## config.mk

```make
export PLATFORM = sky130hd
export DESIGN_NAME = sam_mem_arbiter
export DESIGN_NICKNAME = d
export VERILOG_FILES = /design/src/rtl/sam_arb_pkg.sv /design/src/rtl/sam_arb_timer.sv /design/src/rtl/sam_mem_arbiter.sv
export SDC_FILE = /design/constraint.sdc
export NUM_CORES = 1
export LEC_CHECK = 0
export CAP_MARGIN = 40
export CORE_AREA = 4 4 127 129
export CTS_CLUSTER_DIAMETER = 50
export DETAILED_ROUTE_END_ITERATION = 7
export DIE_AREA = 0 0 131 133
export SLEW_MARGIN = 20
export SYNTH_ARGS = -nofsm -noshare
export SYNTH_HDL_FRONTEND = slang
export SYNTH_SLANG_ARGS = --single-unit
export TNS_END_PERCENT = 10
```

## constraint.sdc

```tcl
create_clock -name clk -period 16 [get_ports clk]
set_clock_uncertainty 0.15 [all_clocks]
set_input_delay 3.2 -clock clk [delete_from_list [all_inputs] [get_ports clk]]
set_output_delay 3.2 -clock clk [all_outputs]
set_load 0.05 [all_outputs]
```

## src/rtl/sam_arb_pkg.sv

```systemverilog
// ---------------------------------------------------------------------------
// sam_arb_pkg
// Shared types and defaults for the instruction/data memory arbiter.
//   arb_state_t : arbiter FSM state (IDLE, IF_ACT, DM_ACT)
//   arb_owner_t : owner of a transaction (OWN_IF, OWN_DM)
//   DEF_DATA_W  : default address/data width
//   DEF_TIMEOUT : default number of active cycles before an abort
//   act_state() : maps a winning owner to its active state
// ---------------------------------------------------------------------------
package sam_arb_pkg;

  localparam int DEF_DATA_W  = 32;
  localparam int DEF_TIMEOUT = 15;

  typedef enum logic [1:0] {
    ST_IDLE   = 2'd0,
    ST_IF_ACT = 2'd1,
    ST_DM_ACT = 2'd2
  } arb_state_t;

  typedef enum logic {
    OWN_IF = 1'b0,
    OWN_DM = 1'b1
  } arb_owner_t;

  function automatic arb_state_t act_state(input arb_owner_t own);
    return (own == OWN_DM) ? ST_DM_ACT : ST_IF_ACT;
  endfunction

endpackage

```

## src/rtl/sam_arb_timer.sv

```systemverilog
// ---------------------------------------------------------------------------
// sam_arb_timer
// Counts active cycles of the current memory transaction and flags the
// cycle in which the TIMEOUT-th active cycle is reached without an ack.
//
// Ports
//   clk     : clock, rising edge
//   rst     : asynchronous active-high reset
//   clear   : synchronous clear (held while the arbiter is idle)
//   enable  : count this cycle (arbiter has a transaction outstanding)
//   expired : combinational, high during the TIMEOUT-th enabled cycle
// ---------------------------------------------------------------------------
module sam_arb_timer
  import sam_arb_pkg::*;
#(
  parameter int TIMEOUT = DEF_TIMEOUT
) (
  input  logic clk,
  input  logic rst,
  input  logic clear,
  input  logic enable,
  output logic expired
);

  // The counter holds (active cycles already elapsed), so it only needs to
  // reach TIMEOUT-1: the expiring cycle is flagged before it would wrap.
  localparam int CNT_W = (TIMEOUT > 1) ? $clog2(TIMEOUT) : 1;
  localparam logic [CNT_W-1:0] LAST = CNT_W'(TIMEOUT - 1);

  logic [CNT_W-1:0] cnt;

  assign expired = enable && (cnt == LAST);

  always_ff @(posedge clk or posedge rst) begin
    if (rst) begin
      cnt <= '0;
    end else if (clear) begin
      cnt <= '0;
    end else if (enable && !expired) begin
      cnt <= cnt + CNT_W'(1);
    end
  end

endmodule

```

## src/rtl/sam_mem_arbiter.sv

```systemverilog
// ---------------------------------------------------------------------------
// sam_mem_arbiter
// Arbitrates an instruction-fetch port and a data-memory port onto a single
// memory interface with at most one transaction outstanding. Requests whose
// memory does not acknowledge within TIMEOUT active cycles are aborted and
// answered with rsp_err=1.
//
// Configuration macro
//   SAM_ARB_RR_EN : when defined, contention alternates between IF and DM
//                   using a last_owner register; otherwise DM always wins.
//
// Handshake
//   *_req is held by the requester until *_gnt is seen high. *_gnt is a
//   combinational one-cycle pulse, only possible while IDLE; the request
//   fields are captured on the clock edge that ends the grant cycle. The
//   response is a one-cycle *_rvalid pulse with rsp_rdata/rsp_err valid in
//   the same cycle. mem_req is held with stable mem_* fields until mem_ack
//   (single-cycle, mem_rdata valid with it) or the timeout.
//
// Ports
//   clk, RN                    : clock, asynchronous active-high reset
//   if_req/if_addr             : fetch request (read only)
//   if_gnt/if_rvalid           : fetch accept / fetch response
//   dm_req/we/addr/wdata/be    : data request
//   dm_gnt/dm_rvalid           : data accept / data response
//   rsp_rdata/rsp_err          : shared response data / timeout flag
//   mem_req/we/addr/wdata/be   : registered memory request
//   mem_rdata/mem_ack          : memory read data / completion
//   dbg_state                  : current FSM state
// ---------------------------------------------------------------------------
module sam_mem_arbiter
  import sam_arb_pkg::*;
#(
  parameter int DATA_W  = DEF_DATA_W,
  parameter int TIMEOUT = DEF_TIMEOUT
) (
  input  logic                clk,
  input  logic                RN,
  // instruction fetch port
  input  logic                if_req,
  input  logic [DATA_W-1:0]   if_addr,
  output logic                if_gnt,
  output logic                if_rvalid,
  // data memory port
  input  logic                dm_req,
  input  logic                dm_we,
  input  logic [DATA_W-1:0]   dm_addr,
  input  logic [DATA_W-1:0]   dm_wdata,
  input  logic [DATA_W/8-1:0] dm_be,
  output logic                dm_gnt,
  output logic                dm_rvalid,
  // shared response
  output logic [DATA_W-1:0]   rsp_rdata,
  output logic                rsp_err,
  // memory side
  output logic                mem_req,
  output logic                mem_we,
  output logic [DATA_W-1:0]   mem_addr,
  output logic [DATA_W-1:0]   mem_wdata,
  output logic [DATA_W/8-1:0] mem_be,
  input  logic [DATA_W-1:0]   mem_rdata,
  input  logic                mem_ack,
  // debug
  output logic [1:0]          dbg_state
);

  arb_state_t state;
  arb_owner_t win_owner;
  logic       pick_dm;
  logic       can_grant;
  logic       grant_if;
  logic       grant_dm;
  logic       active;
  logic       timer_expired;

  // -------------------------------------------------------------------------
  // Arbitration
  // -------------------------------------------------------------------------
`ifdef SAM_ARB_RR_EN
  arb_owner_t last_owner;

  // On contention the requester that was not served last wins.
  assign pick_dm = dm_req && (!if_req || (last_owner == OWN_IF));

  always_ff @(posedge clk or posedge RN) begin
    if (RN) begin
      last_owner <= OWN_DM;
    end else if (grant_if || grant_dm) begin
      last_owner <= win_owner;
    end
  end
`else
  // Fixed priority: data accesses always beat instruction fetches.
  assign pick_dm = dm_req;
`endif

  // RN gates the grants so every output is low while reset is held, even
  // though the grant path is combinational from the request inputs.
  assign can_grant = (state == ST_IDLE) && !RN;
  assign grant_dm  = can_grant && pick_dm;
  assign grant_if  = can_grant && if_req && !pick_dm;
  assign win_owner = pick_dm ? OWN_DM : OWN_IF;

  assign if_gnt    = grant_if;
  assign dm_gnt    = grant_dm;
  assign dbg_state = state;

  // -------------------------------------------------------------------------
  // Timeout counter: runs only while a transaction is outstanding and is
  // held cleared in IDLE so each transaction starts from zero.
  // -------------------------------------------------------------------------
  assign active = (state == ST_IF_ACT) || (state == ST_DM_ACT);

  sam_arb_timer #(
    .TIMEOUT (TIMEOUT)
  ) u_timer (
    .clk     (clk),
    .rst     (RN),
    .clear   (!active),
    .enable  (active),
    .expired (timer_expired)
  );

  // -------------------------------------------------------------------------
  // FSM with registered memory request and registered responses
  // -------------------------------------------------------------------------
  always_ff @(posedge clk or posedge RN) begin
    if (RN) begin
      state     <= ST_IDLE;
      mem_req   <= 1'b0;
      mem_we    <= 1'b0;
      mem_addr  <= '0;
      mem_wdata <= '0;
      mem_be    <= '0;
      if_rvalid <= 1'b0;
      dm_rvalid <= 1'b0;
      rsp_rdata <= '0;
      rsp_err   <= 1'b0;
    end else begin
      // Response strobes are single-cycle pulses.
      if_rvalid <= 1'b0;
      dm_rvalid <= 1'b0;
      rsp_err   <= 1'b0;

      case (state)
        ST_IDLE: begin
          // mem_ack arriving here belongs to nothing and is ignored.
          if (grant_dm) begin
            mem_req   <= 1'b1;
            mem_we    <= dm_we;
            mem_addr  <= dm_addr;
            mem_wdata <= dm_wdata;
            mem_be    <= dm_be;
            state     <= act_state(win_owner);
          end else if (grant_if) begin
            // Fetches are reads with no write payload.
            mem_req   <= 1'b1;
            mem_we    <= 1'b0;
            mem_addr  <= if_addr;
            mem_wdata <= '0;
            mem_be    <= '0;
            state     <= act_state(win_owner);
          end
        end

        ST_IF_ACT, ST_DM_ACT: begin
          // An ack in the expiring cycle still completes normally, so the
          // ack branch is checked first.
          if (mem_ack) begin
            mem_req   <= 1'b0;
            rsp_rdata <= mem_we ? '0 : mem_rdata;
            rsp_err   <= 1'b0;
            if (state == ST_DM_ACT) begin
              dm_rvalid <= 1'b1;
            end else begin
              if_rvalid <= 1'b1;
            end
            state <= ST_IDLE;
          end else if (timer_expired) begin
            mem_req   <= 1'b0;
            rsp_rdata <= '0;
            rsp_err   <= 1'b1;
            if (state == ST_DM_ACT) begin
              dm_rvalid <= 1'b1;
            end else begin
              if_rvalid <= 1'b1;
            end
            state <= ST_IDLE;
          end
        end

        default: begin
          mem_req <= 1'b0;
          state   <= ST_IDLE;
        end
      endcase
    end
  end

endmodule

```

# Word-level counts from Yosys, hierarchy flattened
# Cells that the tools add are included.
[word_totals] ff_bits=111 elab_cells=71
[op_classes] add_sub_neg=1 eq_ne=6 n_mux=36 n_reduce_logical=17
[ops] operator="two-way mux 32 bit" n=7
[ops] operator="two-way mux 1 bit" n=18
[ops] operator="two-way mux 4 bit" n=4
[ops] operator="two-way mux 2 bit" n=5
[ops] operator="logical AND 1 bit" n=6
[ops] operator="AND reduction 2 bit" n=3
[ops] operator="adder 4 x 1 -> 4 bit, second input constant" n=1
[ops] operator="equality test 4 bit, second input constant" n=1
[ops] operator="one-hot mux 2 bit (2 select lines)" n=1
[ops] operator="nonzero test 2 bit" n=2
[ops] operator="logical NOT 1 bit" n=3
[ops] operator="inequality test 3 x 2 -> 1 bit, second input constant" n=1
[ops] operator="inequality test 3 bit, second input constant" n=1
[ops] operator="equality test 2 x 1 -> 1 bit, second input constant" n=1
[ops] operator="equality test 2 bit, second input constant" n=1
[ops] operator="logical NOT 2 bit" n=1
[ops] operator="inequality test 2 bit, second input constant" n=1
[ops] operator="one-hot mux 1 bit (2 select lines)" n=1
[ops] operator="OR reduction 2 bit" n=1
[ops] operator="logical OR 1 bit" n=1

# Longest topological paths before layout
# Gate-level depths: netlist of run 1.
[depth] depth_word=7 ltp_mapped=8 ltp_nobuf=6

# Cells and area by module
# A second synthesis of run 1 with hierarchy kept.
[unflattened] cells_unflattened=433 area_unflattened_um2=4819.6
[by_module_without_submodules] mod="sam_mem_arbiter" n_inst=1 cells_per_inst=408 area_each_um2=4578.1
[by_module_without_submodules] mod="sam_arb_timer" n_inst=1 cells_per_inst=25 area_each_um2=241.5

# Worst setup path before layout of run 1
# No wires, ideal clock.
[synth_path] path_type="input port to output port" start="input port RN" end="output port dm_gnt" arrival_time_ns=6.344 setup_slack_ns=6.306 stages=4 cell_sequence="inv_1 -> and3_1 -> buf_4 -> buf_2"
[synth_via] elab_chain_cells=3
[synth_lines] element="from (decl)" line="sam_mem_arbiter.sv:38" text="input logic RN,"
[synth_lines] element="logical NOT 1 bit (no line)"
[synth_lines] element="logical AND 1 bit" line="sam_mem_arbiter.sv:99" text="assign can_grant = (state == ST_IDLE) && !RN;"
[synth_lines] element="logical AND 1 bit" line="sam_mem_arbiter.sv:100" text="assign grant_dm = can_grant && pick_dm;"
[synth_lines] element="to (decl)" line="sam_mem_arbiter.sv:50" text="output logic dm_gnt,"
# Every way passes these cells.

# Worst setup path after layout of run 1
# Ends and elaborated chain as after synthesis.

==> run_results.csv, run 1 <==
group,metric,value,unit
layout,syn2layout_area_growth,65.8,%
die,die_area,17400,um2
logic_synthesis,synth_fp_nets,485,
die,io_pins,247,
logic_synthesis,synth_top_cells_by_area,"dfrtp_1 (63%), a22o_1 (14%), mux2i_1 (7.0%)",
global_routing,grt.total_usage,0.153,
place,portBuffers,246,
clock_network,cts.sinks,111,
clock_network,cts_resized,0,
logic_synthesis,yosys_warnings,0,
worst_hold_path,hold_path.class,"flip-flop to flip-flop",
timing,min_period_over_period,0.562,
logic_synthesis,synth-seq-cells,111,
timing,fmax,0.111,GHz
timing,post-route-min-period,8.99,ns
timing,setup_viol,0,
drt,wire_per_inst,17.2,um
clock_network,numCtsBuffers,9,
timing,maxSlewViolCount,0,
setup_path,startpoint_type,"primary input",
die,initial_core_util,0.296,
die,fp-row-count,45,
setup_path,worstSetupEndpointType,"output pin",
layout,utilization,0.490,
drt,via_per_inst,4.70,
outcome,status,"completed",
logic_synthesis,synth_cell_types,28,
setup_path,crit_arrival,5.64,ns
logic_synthesis,synth_edf_count,0,
place,globalplace.congestion,0.721,
drt,drt-pass1-iter-count,4,
logic_synthesis,yosysTopAreaCellShare,0.625,
die,die_w,131,um
clock_network,ctsHoldBuffers,0,
setup_path,required,12.65,ns
timing,tightest_slew,0.737,ns
clock_network,htree_levels,3,
layout,drive_gt1_frac,0.0478,
die,core-area,15000,um2
place,dp_hpwl,9900,um
logic_synthesis,synth_area,4440,um2
clock_network,clk_pin_slew,0.07,ns
power_and_ir_drop,p_leak,3.16,nW
run,maxCapViolCount,0,
global_routing,grt_antenna_before_repair,0,
die,die_h,133,um
clock_network,insertion_delay,0.34,ns
clock_network,post_cts_buffers,0,
timing,slew_headroom,0.507,
setup_path,crit_type,"primary input to output pin",
layout,layout.nets,723,
drt,drtIter0Drc,151,
logic_synthesis,synth_area_leader_cell,"dfrtp_1",
logic_synthesis,synth_area_per_cell,13.0,um2
timing,rsz0062_at_grt,"no",
logic_synthesis,synth_seq_area_share,0.625,
drt,detail-route-antenna-nets,0,
layout,num_antenna_cells,0,
clock_network,ctsLongestPathBuffers,2,
setup_path,worst-path-max-fanout,48,
drt,drc,0,
global_routing,grt_pass1_vias,3821,
global_routing,grt_pass1_wl,20900,um
drt,wirelength,13300,um
logic_synthesis,syn_inst,343,
global_routing,grt_max_degree,74,
layout,nFillCells,1364,
clock_network,cts_root_buffer,"clkbuf_16",
global_routing,grt_overflow,0,
logic_synthesis,synth.most_common_cell,"dfrtp_1",
logic_synthesis,synth_commonest_cells,"dfrtp_1 (111), a22o_1 (69), nand2_1 (34), mux2i_1 (31), o21ai_1 (22)",
power_and_ir_drop,p_per_area,232,nW/um2
timing,finalHoldViolCount,0,
power_and_ir_drop,worst_ir_drop_vdd,0.0962,mV
timing,final.setup.tns,0,ns
drt,vias,3635,
logic_synthesis,synth_ff_type,"dfrtp_1",
logic_synthesis,async_flop_share,1.00,
clock_network,cts_tree,"built",
==> stage by stage <==
step	total power, mW	std cells	setup slack (ns)	hold WS, ns	cell area, um2
floorplan	1.15	343	6.31	0.348	4440
global placement	1.48	755	6.93	0.313	6990
detailed placement	1.50	756	6.90	0.321	7030
CTS	1.72	772	6.90	0.336	7320
global route	1.80	774	6.76	0.366	7370
finish	1.71	774	7.01	0.328	7370
==> worst max-delay path, cell delays in order <==
cell,delay [ns]
clkdlybuf4s50_1,0.46
inv_4,0.44
and3_4,0.61
clkdlybuf4s50_1,0.90
==> metal layers <==
| metal | track usage | vias to the layer above | share of wire |
|---|---|---|---|
| met5 | 0 | - | 0 |
| met4 | 0.0611 | 0 | 0.021 |
| met3 | 0.0589 | 17 | 0.11 |
| met2 | 0.237 | 186 | 0.46 |
| met1 | 0.190 | 1705 | 0.41 |
| li1 | - | 1727 | - |
==> final cells by class <==
type / instances / area, um2 / area share
timing repair buffer: 252 / 2560 / 0.348
tap: 188 / 235 / 0.0319
inverter: 6 / 25.0 / 0.00340
multi-input combinational: 201 / 1480 / 0.201
sequential: 111 / 2780 / 0.377
clock inverter: 6 / 45.0 / 0.00612
clock buffer: 10 / 239 / 0.0324
==> cell families (layout without fill, tap and decap cells) <==
kind of cell | count (synthesis) | after routing | synth area share
compound gates | 113 | 113 | 0.193
flops | 111 | 111 | 0.625
simple gates | 52 | 52 | 0.0521
mux | 31 | 31 | 0.0698
buf+inv | 31 | 274 | 0.0470
fa+ha+maj | 4 | 4 | 0.0113
xor+xnor | 1 | 1 | 0.00197
==> cell usage in the layout (no fill, tap or decap), types with 2 or more instances in the layout <==
cell type	count
o21ai_0	12
buf_16	2
nand2_1	34
nand3b_1	2
nor2_1	5
nand3_1	2
clkinvlp_4	2
a31oi_1	2
clkinv_2	2
inv_1	5
clkdlybuf4s50_1	246
o21ai_4	2
clkbuf_16	9
a32o_1	2
dfrtp_1	111
nor3b_1	3
o21ai_1	22
a22o_1	69
mux2i_1	31
ha_1	4
buf_4	3
==> report_power, final <==
part / switching, mW / leakage [nW] / internal (mW) / total, mW
registers: 0.0732 / 1.41 / 0.406 / 0.479
logic: 0.650 / 1.61 / 0.365 / 1.02
clock network: 0.102 / 0.136 / 0.111 / 0.213
==> path summary, 6_finish.rpt <==
kind	to	cells after the start	slack (ns)	startpoint
hold reg to reg	mem_addr[24]$_DFFE_PP0P_	2	0.33	mem_addr[24]$_DFFE_PP0P_
setup / recovery	dm_gnt	4	7.01	RN
max in group asynchronous	rsp_rdata[31]$_DFFE_PP0P_	4	11.45	RN
hold / removal	mem_addr[24]$_DFFE_PP0P_	2	0.33	mem_addr[24]$_DFFE_PP0P_
min in group asynchronous	mem_addr[10]$_DFFE_PP0P_	2	3.15	RN
setup reg to reg	mem_addr[29]$_DFFE_PP0P_	6	13.47	dbg_state[0]$_DFFE_PP0P_
==> sequential cells by signal, summed over array words and instances (netlist names) <==
name / flops
mem_we: 1
u_timer.cnt: 4
dm_rvalid: 1
dbg_state: 2
rsp_rdata: 32
if_rvalid: 1
mem_be: 4
mem_req: 1
rsp_err: 1
mem_wdata: 32
mem_addr: 32
(Power assumes the default switching activity.)
==> inputs of run 2 (changes only) <==
==> constraint.sdc (replaced) <==
create_clock -name clk -period 9.3 [get_ports clk]
set_clock_uncertainty 0.15 [all_clocks]
set_input_delay 1.86 -clock clk [delete_from_list [all_inputs] [get_ports clk]]
set_output_delay 1.86 -clock clk [all_outputs]
set_load 0.05 [all_outputs]
==> run_results.csv, run 2 (synthesis gave the netlist of run 1 again) <==
group,metric,value,unit
timing,finalHoldViolCount,0,
layout,layout.nets,723,
timing,setup_viol,0,
layout,layout_commonest_cell,"clkdlybuf4s50_1",
worst_hold_path,hp-start,"mem_addr[19]$_DFFE_PP0P_",
setup_path,worstSetupEndpointType,"output pin",
outcome,status,"completed",
setup_path,required,7.29,ns
place,globalplace.congestion,0.720,
power_and_ir_drop,worst_ir_drop_vdd,0.155,mV
global_routing,grt_pass1_vias,3824,
layout,design_area,7420,um2
timing,tightest_slew,0.723,ns
layout,drive_gt1_frac,0.0478,
setup_path,r2r-end,"mem_addr[26]$_DFFE_PP0P_",
worst_hold_path,min_path_cells,2,
clock_network,clk_pin_slew,0.07,ns
setup_path,crit_chain,"clkdlybuf4s50_1, inv_4, and3_4, clkdlybuf4s50_1",
timing,maxSlewViolCount,0,
global_routing,grt_max_degree,71,
timing,setup_ws,3.10,ns
place,place_area,7060,um2
clock_network,htree_levels,3,
clock_network,cts_tree,"built",
timing,post-route-min-period,6.20,ns
place,dp_hpwl,9820,um
drt,wirelength,13200,um
timing,fmax,0.161,GHz
timing,rsz0062_at_grt,"no",
setup_path,cpLargestDelayFamily,"buffers and inverters",
clock_network,insertion_delay,0.35,ns
setup_path,cp.buffers_inverters,3,
die,io_pins,247,
layout,final_cells,774,
clock_network,post_cts_buffers,0,
die,initial_core_util,0.296,
layout,num_antenna_cells,0,
setup_path,r2r_start,"dbg_state[0]$_DFFE_PP0P_",
drt,drt-pass1-iter-count,5,
clock_network,cts_root_buffer,"clkbuf_16",
global_routing,grt_pass1_wl,20500,um
setup_path,worst-path-max-fanout,37,
place,dp_slack,3.01,ns
clock_network,numCtsBuffers,9,
setup_path,startpoint_type,"primary input",
global_routing,grt_antenna_before_repair,0,
drt,wire_per_inst,17.1,um
power_and_ir_drop,p_per_area,403,nW/um2
die,die_area,17400,um2
drt,drtIter0Drc,137,
drt,detail-route-antenna-nets,0,
layout,layout_common_cells,"clkdlybuf4s50_1 (246), dfrtp_1 (111), a22o_1 (69)",
timing,slew_headroom,0.517,
drt,drc,0,
setup_path,crit_arrival,4.19,ns
drt,via_per_inst,4.68,
setup_path,crit_type,"primary input to output pin",
die,core-area,15000,um2
place,portBuffers,246,
worst_hold_path,hold_path.class,"flip-flop to flip-flop",
die,fp-row-count,45,
global_routing,grt.total_usage,0.150,
setup_path,cp_slowest_cell,"clkdlybuf4s50_1",
setup_path,rr_worst_depth,6,
worst_hold_path,min_to,"mem_addr[19]$_DFFE_PP0P_",
clock_network,cts.sinks,111,
die,die_w,131,um
clock_network,cts_resized,0,
timing,final.setup.tns,0,ns
layout,largest_registers,"mem_addr x32, mem_wdata x32, rsp_rdata x32",
run,maxCapViolCount,0,
timing,min_period_over_period,0.667,
drt,vias,3623,
global_routing,grt_overflow,0,
power_and_ir_drop,p_leak,3.18,nW
clock_network,ctsHoldBuffers,0,
setup_path,critPathMaxStageDelay,0.90,ns
die,die_h,133,um
clock_network,ctsLongestPathBuffers,2,
layout,syn2layout_area_growth,67.0,%
place,place_inst,757,
setup_path,rrSetupSlack,6.80,ns
setup_path,crit_top_cell,"clkdlybuf4s50_1",
run 2: tightest hold or removal path, cell delays in order (launching register included):
cell and delay, ns:
dfrtp_1 0.34, nand2_1 0.05, o21ai_1 0.06
run 2: final cells by class:
class                   instances  area, um2
fillers                      1391       7610
clock buffers                  10        239
repair buffers                252       2570
clock inverters                 6       91.3
flip-flops and latches        111       2780
well taps                     188        235
inverters                       6       25.0
multi-input cells             201       1480
run 2: worst max-delay path by stage:
stage	depth (start not counted)	to	from
6_report	4	dm_gnt	RN
2_1_floorplan	4	dm_gnt	RN
3_5_place_dp	4	dm_gnt	RN
5_1_grt	4	dm_gnt	RN
4_1_cts	4	dm_gnt	RN
3_3_place_gp	4	dm_gnt	RN
run 2: where the power goes:
part           total (mW)  leakage [nW]  switching [mW]  internal [mW]
combinational        1.75          1.61            1.12          0.629
clock               0.419         0.157           0.174          0.245
sequential          0.821          1.41           0.122          0.699
run 2: metal layers:
layer / up-vias / share of wire / wire length, um / GRT usage
met5: - / 0 / 0 / 0
met4: 0 / 0.021 / 277 / 0.0663
met3: 17 / 0.12 / 1590 / 0.0658
met2: 191 / 0.45 / 5900 / 0.227
met1: 1682 / 0.41 / 5440 / 0.186
li1: 1733 / - / - / -
run 2: through the flow:
step                      total power, mW  utilization  hold slack, ns
after floorplan                      1.98            -           0.348
after CTS                            3.01        0.492           0.341
final                                2.99        0.494           0.332
after global placement               2.54        0.465           0.315
after global routing                 3.15        0.494           0.361
after detailed placement             2.58        0.470           0.325
==> inputs of run 3 (changes only) <==
==> constraint.sdc (replaced) <==
create_clock -name clk -period 5.8 [get_ports clk]
set_clock_uncertainty 0.15 [all_clocks]
set_input_delay 1.16 -clock clk [delete_from_list [all_inputs] [get_ports clk]]
set_output_delay 1.16 -clock clk [all_outputs]
set_load 0.05 [all_outputs]
==> run_results.csv, run 3 (synthesis gave the netlist of run 1 again) <==
group,metric,value,unit
layout,drive_gt1_frac,0.0477,
drt,drtIter0Drc,131,
clock_network,ctsHoldBuffers,0,
setup_path,required,4.49,ns
drt,via_per_inst,4.64,
timing,fmax,0.224,GHz
layout,layout_commonest_cell,"clkdlybuf4s50_1",
die,initial_core_util,0.296,
worst_hold_path,hold_path.class,"flip-flop to flip-flop",
setup_path,crit_chain,"clkdlybuf4s50_1, inv_4, and3_4, clkdlybuf4s50_1",
setup_path,worstSetupEndpointType,"output pin",
die,core-area,15000,um2
place,globalplace.congestion,0.723,
die,io_pins,247,
die,die_h,133,um
clock_network,cts.sinks,111,
power_and_ir_drop,p_per_area,641,nW/um2
die,die_w,131,um
global_routing,grt_pass1_vias,3847,
die,die_area,17400,um2
layout,layout.nets,724,
clock_network,numCtsBuffers,9,
clock_network,htree_levels,3,
layout,num_antenna_cells,0,
die,fp-row-count,45,
layout,layout_common_cells,"clkdlybuf4s50_1 (246), dfrtp_1 (111), a22o_1 (69)",
place,place_inst,757,
drt,wirelength,13400,um
layout,design_area,7400,um2
global_routing,grt_pass1_wl,20400,um
setup_path,crit_top_cell,"clkdlybuf4s50_1",
timing,rsz0062_at_grt,"no",
place,dp_hpwl,9970,um
drt,drt-pass1-iter-count,4,
outcome,status,"completed",
clock_network,insertion_delay,0.34,ns
setup_path,cp_slowest_cell,"clkdlybuf4s50_1",
timing,maxSlewViolCount,0,
timing,setup_viol,0,
global_routing,grt_overflow,0,
layout,syn2layout_area_growth,66.6,%
global_routing,grt_max_degree,73,
global_routing,grt.total_usage,0.150,
clock_network,cts_tree,"built",
drt,detail-route-antenna-nets,0,
layout,largest_registers,"mem_addr x32, mem_wdata x32, rsp_rdata x32",
setup_path,crit_type,"primary input to output pin",
drt,vias,3598,
setup_path,critPathMaxStageDelay,0.81,ns
setup_path,worst-path-max-fanout,40,
setup_path,crit_arrival,3.14,ns
timing,slew_headroom,0.531,
timing,finalHoldViolCount,0,
drt,drc,0,
timing,min_period_over_period,0.768,
layout,final_cells,775,
clock_network,clk_pin_slew,0.06,ns
place,place_area,7060,um2
timing,tightest_slew,0.701,ns
timing,final.setup.tns,0,ns
setup_path,startpoint_type,"primary input",
clock_network,cts_resized,0,
run,maxCapViolCount,0,
clock_network,ctsLongestPathBuffers,2,
clock_network,cts_root_buffer,"clkbuf_16",
power_and_ir_drop,p_leak,3.17,nW
timing,whs,0.326,ns
drt,wire_per_inst,17.3,um
power_and_ir_drop,worst_ir_drop_vdd,0.231,mV
global_routing,grt_antenna_before_repair,0,
timing,post-route-min-period,4.45,ns
clock_network,post_cts_buffers,0,
place,portBuffers,246,
-- run 3: metal layers --
metal / track usage / routed length [um] / part of all wire / vias to the layer above
met3: 0.0529 / 1350 / 0.10 / 17
met4: 0.0549 / 265 / 0.020 / 0
li1: - / - / - / 1729
met1: 0.182 / 5720 / 0.43 / 1663
met2: 0.243 / 6100 / 0.45 / 189
met5: 0 / 0 / 0 / -
-- run 3: path summary, 6_finish.rpt --
kind	cells after the start	to	startpoint	slack, ns
worst max-delay path	4	dm_gnt	RN	1.35
min in group asynchronous	2	mem_addr[8]$_DFFE_PP0P_	RN	1.07
worst max register to register	7	mem_addr[10]$_DFFE_PP0P_	dbg_state[0]$_DFFE_PP0P_	3.35
worst min-delay path	2	mem_addr[24]$_DFFE_PP0P_	mem_addr[24]$_DFFE_PP0P_	0.33
max in group asynchronous	4	dbg_state[1]$_DFFE_PP0P_	RN	3.43
worst min register to register	2	mem_addr[24]$_DFFE_PP0P_	mem_addr[24]$_DFFE_PP0P_	0.33
-- run 3: final cells by class --
cell class,count,area [um2]
flip-flops and latches,111,2780
clock buffers,13,270
repair buffers,253,2590
clock inverters,3,23.8
fillers,1364,7630
well taps,188,235
inverters,6,25.0
multi-input cells,201,1480
-- run 3: worst max-delay path, delay by kind of cell --
family	cells	cell delay [ns]
buf+inv	3	1.65
simple gates	1	0.31
-- run 3: metrics by stage --
| stage | setup WS, ns | power [mW] | util |
|---|---|---|---|
| finish | 1.35 | 4.74 | 0.492 |
| global route | 1.20 | 4.99 | 0.492 |
| CTS | 1.29 | 4.78 | 0.489 |
| detailed placement | 1.29 | 4.15 | 0.470 |
| global placement | 1.29 | 4.09 | 0.465 |
| floorplan | 0.186 | 3.17 | - |
-- run 3: power by group --
part | leakage (nW) | internal, mW | switching [mW] | total [mW]
clock network | 0.138 | 0.329 | 0.277 | 0.606
logic | 1.62 | 1.01 | 1.81 | 2.82
registers | 1.41 | 1.12 | 0.195 | 1.32
==> RTL edit: new RTL, settings of run 3 <==
Set the package constant `DEF_TIMEOUT` to 17 (it was 15).
--- a/src/rtl/sam_arb_pkg.sv
+++ b/src/rtl/sam_arb_pkg.sv
@@ -10,7 +10,7 @@
 package sam_arb_pkg;
 
   localparam int DEF_DATA_W  = 32;
-  localparam int DEF_TIMEOUT = 15;
+  localparam int DEF_TIMEOUT = 17;
 
   typedef enum logic [1:0] {
     ST_IDLE   = 2'd0,
Check against the original RTL: same outputs for any inputs over 4 cycles, from zero or initial values; that may be too few to reach the edited logic, so the function may still have changed.
==> RTL edit against run 3 <==
- count of clock-buffer cells in the layout down 4
- final area up 1.9%
- setup slack worse by 130 ps
- wire length up 3.0%
- synthesized area up 3.2%
- total power down 5.3%
- sequential cell count up 1
- utilization up 0.94 points
- clock power up 11%
- register-to-register slack about the same
- die area unchanged
- final cell count up 1.3%
- critical endpoint is now if_gnt
- largest cell class unchanged
- highest routed layer unchanged
==> RTL edit: results (changes against run 3) <==
| Result | Value | Unit | Change |
|:---|:---|:---|:---|
| Result of the run | finished, final reports clean | - | unchanged |
| First-pass GRT wire length | 21300 | microns | was 20400 microns |
| Worst hold path depth | 1 | - | was 2 |
| Leading post-synthesis cells by cell area | dfrtp_1, a22o_1, mux2i_1 | - | unchanged |
| Weighted congestion reported at the end of routability-driven placement | 0.768 | - | was 0.723 |
| Number of global-route vias before repair | 4048 | - | was 3847 |
| Global-route usage over all layers | 15.7 | % | was 15.0% |
| Unique masters post-synth | 34 | - | was 28 |
| Worst reg2reg endpoint | dbg_state[0] | - | was mem_addr[10] |
| Proportion of synthesized chip area in sequential cells | 61.1 | % | was 62.5% |
| Slack of the worst reg-to-reg path | 3340 | ps | was 3350 ps |
| Post-Place Worst Slack | 1210 | ps | was 1290 ps |
| Critical path fanouts, max | 35 | - | was 40 |
| Count of cells along the worst register-to-register path | 6 | - | was 7 |
| Clock network fraction of total power | 14.9 | % | was 12.8% |
| Hold Worst Slack | 350 | ps | was 326 ps |
| Worst setup path endpoint | if_gnt | - | was dm_gnt |
| Number of nets produced by synthesis | 498 | - | was 485 |
| Maximum VDD drop | 0.000284 | V | was 0.000231 V |
| Synthesized area divided by synthesized cell count | 12.9 | sq um | was 13.0 sq um |
| Wl on met1 | 5590 | microns | was 5720 microns |
| Arrival time of the worst setup path | 3270 | ps | was 3140 ps |
| Worst hold path startpoint | mem_req | - | was mem_addr[24] |
| Logic depth of the worst path, buffers included | 5 | - | was 4 |
| Filler-free cell count of the finished design | 785 | - | was 775 |
| Comb pwr | 2.55 | mW | was 2.82 mW |
| Initial drt markers | 165 | - | was 131 |
| Placed Cells incl. Taps | 768 | - | was 757 |
| Nets@finish | 734 | - | was 724 |
| Switch Pwr | 2.10 | mW | was 2.28 mW |
| Actual transition at the worst max-transition pin | 741 | ps | was 701 ps |
RTL edit: changes by cell type after synthesis, moves of 2 or more:
cell	run 3	this run
a21boi_1	0	2
nand3_1	2	4
buf_4	3	5
clkbuf_1	2	7
buf_2	11	9
o21ai_0	12	32
nor3b_1	3	0
a32o_1	2	0
nand2_1	34	5
o21ai_1	22	33
o21ai_2	2	0
a31oi_1	2	0
RTL edit: logic make-up (layout without fill, tap and decap cells):
group	after synthesis	after routing	synth area share [%]
xor+xnor	2	2	0.382
simple gates	29	29	3.71
flops	112	112	61.1
compound gates	142	142	21.9
mux	32	32	6.99
fa+ha+maj	4	4	1.09
buf+inv	35	276	4.83
RTL edit: area by class of cell:
type                    instances  area (sq um)  share of cell area, %
clock inverters                 7           103                   1.36
repair buffers                254          2590                   34.3
well taps                     188           235                   3.12
multi-input cells             209          1570                   20.8
inverters                       6          25.0                  0.332
flip-flops and latches        112          2800                   37.1
clock buffers                   9           225                   2.99
